File: src/rtl/player_bullet.sv
// Player bullet: latches fire, launches from the ship on fsync, climbs SPEED px per frame,
// retires on hit or top exit, then reloads. Optional macro RAPID_FIRE_EN removes the cooldown.
module player_bullet #(
    parameter int          BULLET_W        = 4,
    parameter int          BULLET_H        = 8,
    parameter int          SPEED           = 4,
    parameter int          LAUNCH_Y        = 440,
    parameter int          TOP_LIMIT       = 0,
    parameter int          COOLDOWN_FRAMES = 8,
    parameter logic [23:0] COLOR           = 24'hFFFF00
) (
    input  logic               pixel_clk,
    input  logic               rst,
    input  logic               fsync,
    input  logic               fire,
    input  logic signed [11:0] player_x,
    input  logic               alien_hit,
    input  logic signed [11:0] hpos,
    input  logic signed [11:0] vpos,
    output logic               bullet_active,
    output logic signed [11:0] bullet_left,
    output logic signed [11:0] bullet_right,
    output logic signed [11:0] bullet_top,
    output logic signed [11:0] bullet_bottom,
    output logic        [7:0]  pixel [0:2],
    output logic               active
);

    typedef enum logic [1:0] {
        IDLE     = 2'd0,
        FLIGHT   = 2'd1,
        COOLDOWN = 2'd2
    } state_t;

    localparam logic signed [11:0] HALF_W_C    = 12'(BULLET_W / 2);
    localparam logic signed [11:0] SPEED_C     = 12'(SPEED);
    localparam logic signed [11:0] LAUNCH_Y_C  = 12'(LAUNCH_Y);
    localparam logic signed [11:0] LAUNCH_T_C  = 12'(LAUNCH_Y - BULLET_H);
    localparam logic signed [12:0] TOP_LIM_C   = 13'(TOP_LIMIT);

    state_t             state_r;
    logic               fire_req_r;
`ifndef RAPID_FIRE_EN
    logic        [7:0]  cooldown_r;
`endif
    logic signed [12:0] next_top_s;
    logic               exit_s;
    logic               in_zone_s;

    // Next-frame top in 13 bits so the step past TOP_LIMIT cannot wrap; scan-position hit test.
    always_comb begin
        next_top_s = $signed({bullet_top[11], bullet_top}) - $signed(13'(SPEED));
        exit_s     = (next_top_s < TOP_LIM_C);
        in_zone_s  = bullet_active
                     && (hpos >= bullet_left) && (hpos < bullet_right)
                     && (vpos >= bullet_top)  && (vpos < bullet_bottom);
    end

    // Bullet state machine: launch, per-frame movement, retirement and reload.
    always_ff @(posedge pixel_clk or posedge rst) begin
        if (rst) begin
            state_r       <= IDLE;
            fire_req_r    <= 1'b0;
`ifndef RAPID_FIRE_EN
            cooldown_r    <= 8'd0;
`endif
            bullet_active <= 1'b0;
            bullet_left   <= 12'sd0;
            bullet_right  <= 12'sd0;
            bullet_top    <= 12'sd0;
            bullet_bottom <= 12'sd0;
        end else begin
            case (state_r)
                IDLE: begin
                    if (fsync && (fire_req_r || fire)) begin
                        bullet_left   <= player_x - HALF_W_C;
                        bullet_right  <= player_x + HALF_W_C;
                        bullet_top    <= LAUNCH_T_C;
                        bullet_bottom <= LAUNCH_Y_C;
                        bullet_active <= 1'b1;
                        fire_req_r    <= 1'b0;
                        state_r       <= FLIGHT;
                    end else if (fire) begin
                        fire_req_r <= 1'b1;
                    end
                end
                FLIGHT: begin
`ifdef RAPID_FIRE_EN
                    if (fire) begin
                        fire_req_r <= 1'b1;
                    end
`endif
                    // A hit takes priority over movement, so edges freeze where the hit happened.
                    if (alien_hit || (fsync && exit_s)) begin
                        bullet_active <= 1'b0;
`ifdef RAPID_FIRE_EN
                        state_r       <= IDLE;
`else
                        cooldown_r    <= 8'(COOLDOWN_FRAMES);
                        if (COOLDOWN_FRAMES == 0) begin
                            state_r <= IDLE;
                        end else begin
                            state_r <= COOLDOWN;
                        end
`endif
                    end else if (fsync) begin
                        bullet_top    <= bullet_top - SPEED_C;
                        bullet_bottom <= bullet_bottom - SPEED_C;
                    end
                end
`ifndef RAPID_FIRE_EN
                COOLDOWN: begin
                    if (fsync) begin
                        cooldown_r <= cooldown_r - 8'd1;
                        if (cooldown_r <= 8'd1) begin
                            state_r <= IDLE;
                        end
                    end
                end
`endif
                default: begin
                    state_r <= IDLE;
                end
            endcase
        end
    end

    // Registered render output for the compositor.
    always_ff @(posedge pixel_clk or posedge rst) begin
        if (rst) begin
            active   <= 1'b0;
            pixel[0] <= 8'h00;
            pixel[1] <= 8'h00;
            pixel[2] <= 8'h00;
        end else begin
            active   <= in_zone_s;
            pixel[0] <= in_zone_s ? COLOR[23:16] : 8'h00;
            pixel[1] <= in_zone_s ? COLOR[15:8]  : 8'h00;
            pixel[2] <= in_zone_s ? COLOR[7:0]   : 8'h00;
        end
    end

endmodule

File: config.mk
export PLATFORM = sky130hd
export DESIGN_NAME = player_bullet
export DESIGN_NICKNAME = d
export VERILOG_FILES = /design/src/rtl/player_bullet.sv
export SDC_FILE = /design/constraint.sdc
export NUM_CORES = 1
export LEC_CHECK = 0
export ABC_AREA = 1
export BUFFER_PORTS_ARGS = -buffer_cell sky130_fd_sc_hd__buf_2
export CORE_UTILIZATION = 49
export DETAILED_ROUTE_END_ITERATION = 10
export PLACE_DENSITY = 0.82
export RECOVER_POWER = 100
export SETUP_SLACK_MARGIN = 0.1
export SLEW_MARGIN = 20
export SYNTH_ARGS = -nofsm -noshare
export SYNTH_HDL_FRONTEND = slang
export SYNTH_SLANG_ARGS = --single-unit
File: constraint.sdc
create_clock -name pixel_clk -period 1.6 [get_ports pixel_clk]
set_clock_uncertainty 0.05 [all_clocks]
set_input_delay 0.32 -clock pixel_clk [delete_from_list [all_inputs] [get_ports pixel_clk]]
set_output_delay 0.32 -clock pixel_clk [all_outputs]
set_load 0.005 [all_outputs]
==> impl_results.md <==
- Outcome: finished, violations left
- Failing checks: design-rule violations, negative setup slack
- Max-slew violation count: 0
- Crit-path max FO: 6
- Cell Area, Synth: ~4400 um2
- Initial drt markers: 262
- Routed length per instance: around 14 um
- Nets: approximately 840
- Post-CTS Hold Buffers: 0
- Number of setup violations in the final report: 30
- Worst Setup Start Kind: flop
- Static leakage: about 3.1 nW
- CTS Buffer Depth: 2
- Commonest non-fill, non-tap cell in the layout: nand2_1
- Yosys top cell area share: around a third
- Worst EP required: between 1.5 and 2 ns
- First-pass GRT wire length: 18.8 mm
- Root Driver: clkbuf_8
- Clk pin slew, worst setup/hold paths: around 0.12 ns
- Vias per cell: ~5.4
- WHS Path Cells: 3
- Share of cells above drive strength 1: roughly a third
- Hold Path Class: in2reg
- RSZ-0062 raised after global routing: true
- Hold Path End: bullet_left[0]
- Final Hold Viols: 0
- Worst slew margin: 15.4%
- Power, Total: about 0.009 W
- Area after DPL: around 5200 um2
- CP top delay family: simple AND/OR/NAND/NOR gates
- Post-Syn Area per Cell: around 7.2 um2
- Placed Cells incl. Taps: 834
- GRT overflow: 0
- Post-Synthesis Cells: ~610
- Critical path buffers and inverters: 3
- Post-synth top flop: dfrtp_1
- Number of flops mapped to enable cells by yosys: 0
- Yosys reg bits: 55
- Leading post-synthesis cells by cell area: dfrtp_1, ha_1, nand2_1
- Initial Util: 50.6%
- Arr. time, crit path: roughly 2 ns
- Final worst setup slack: -0.207 ns
- CP max stage cell: dfrtp_1
- FF-to-FF Start: bullet_top[3]
- Critical Path Most Common Cell: nand2_2
- Diodes inserted: 0
- Die W: between 90 and 100 um
- CTS tree: built
- Num ports: ~120
- Biggest area consumer among synthesized cells: dfrtp_1
- Die area: roughly 9300 um2
- H-tree lvl count: 2
- Die height: a little under 100 um
- TritonCTS buffer count: 5
- Seq/Total Area, Yosys: between 30% and 40%
- Worst path depth: 11
- Gpl congestion: a little over 0.9
- PD cells: about 1600 nW/um2
- Warnings from Yosys: 0
- Reg2reg path depth: 11
- Finished Cell Area: between 5000 and 6000 um2
- RR Endpoint: bullet_bottom[11]
- Sink Count: 55
- Final Non-Filler Cells: 861
- Pre-antenna DRT Iters: 8
- Antenna violations before repair: 0
- Post-synth ARST share: between 90% and 100%
- Worst-margin pin slew: 1.27 ns
- Row Count: 34
- Worst-path cell chain: inv_2, ha_4, inv_4, nor3_4, nand2_2, o21ai_2, nand2_2, nand4_4, clkbuf_16, nand3_1, nand2_1
- Core Area: 8680 um2
- Final ANT Viol Nets: 0
- VDD IR max: around 740 uV
- Slowest stage delay, CP: ~0.42 ns
- Most frequent cells in the layout: nand2_1, buf_2, inv_1
- Worst Setup End Kind: flop
- Hpwl dp: a little under 9 mm
- Final Hold Slack: between 0.15 and 0.2 ns
- Clk Latency, worst-skew pair: ~0.32 ns
- Via count: 4628
- Vias in the first global route: roughly 4200
- Tmin final: approximately 1.8 ns
- R2r setup slk: -0.21 ns
- Kind of critical path: reg2reg
- Global Route Usage Sum: about a quarter
- Final wirelength: 12.3 mm
- Yosys cell types: 39
- Residual DRC: 1
- Fmax: 553 MHz
- MaxCap Viol Count: 0
- Hold_sp: player_x[0]
- Buffers on Ports: 100
- Fin crit share: 113%
- Largest net degree at the start of global routing: 56
- Area Overhead vs Synth: 30.7%
## flip-flops by register name, summed over array words and instances (netlist names), 2 cells and up
register,count
bullet_left,12
state_r,2
cooldown_r,8
bullet_top,10
bullet_bottom,10
bullet_right,10
## logic make-up after synthesis
| kind of cell | Yosys count | share of synthesized area [%] |
|---|---|---|
| simple gates | 289 | 28.8 |
| buf+inv | 134 | 14.6 |
| compound gates | 65 | 8.35 |
| flops | 55 | 31.3 |
| fa+ha+maj | 48 | 13.7 |
| xor+xnor | 16 | 3.19 |
| other cells | 1 | 0.0854 |
## what timing repair did
| action | in CTS | in global routing |
|---|---|---|
| setup buffers | 12 | 7 |
| pin swaps | 17 | 21 |
| gates cloned | 0 | 3 |
| endpoints found under the setup margin | 32 | 54 |
| resized for setup | 27 | 41 |
## metrics by stage
step,setup slack (ns),util (%),setup TNS (ns)
floorplan,-0.130,-,-2.38
global placement,-0.109,60.4,-2.23
CTS,-0.170,63.8,-3.87
detailed placement,-0.178,60.4,-4.30
global route,-0.281,66.1,-6.47
finish,-0.207,66.1,-4.17
## tightest hold or removal path: stages
cell	delay, ns
buf_2	0.08
nand2_1	0.05
nand2_1	0.04
## cells in the mapped netlist, types with 5 or more instances
cell     count
nand3_1     49
a21oi_1     19
dfrtp_1     55
nand2_1    143
nor3_1       8
ha_1        48
buf_2        5
nand4_1     14
nor2_1      61
buf_4       32
xor2_1      13
inv_1       86
o21ai_0     26
## layer usage
layer	routed length (um)	vias to the layer above	GRT usage [%]
met3	758	48	3.25
met4	497	0	9.76
met5	0	-	0
li1	-	2194	-
met1	5130	2174	31.2
met2	5950	212	42.3
## worst max-delay path by stage
stage | from | end | slack, ns
5_1_grt | bullet_top[2] | bullet_bottom[11] | -0.28
2_1_floorplan | bullet_top[2] | bullet_bottom[4] | -0.13
3_5_place_dp | bullet_top[3] | bullet_bottom[11] | -0.18
3_3_place_gp | bullet_top[2] | bullet_bottom[11] | -0.11
4_1_cts | bullet_top[3] | bullet_top[7] | -0.17
6_report | bullet_top[3] | bullet_bottom[11] | -0.21
## cell type report
| type | count | area [um2] |
|---|---|---|
| clock buffers | 5 | 68.8 |
| repair buffers | 169 | 1100 |
| inverters | 90 | 349 |
| flip-flops and latches | 55 | 1380 |
| clock inverters | 3 | 25.0 |
| multi-input cells | 431 | 2680 |
| well taps | 108 | 135 |
| fillers | 661 | 2940 |
## where the power goes
part	internal, W	leakage [nW]	total (W)	switching [W]
combinational	0.00269	2.38	0.00595	0.00327
sequential	0.00198	0.688	0.00246	0.000473
clock	0.000315	0.0443	0.000827	0.000512
Power figures use the tool's default switching activity.
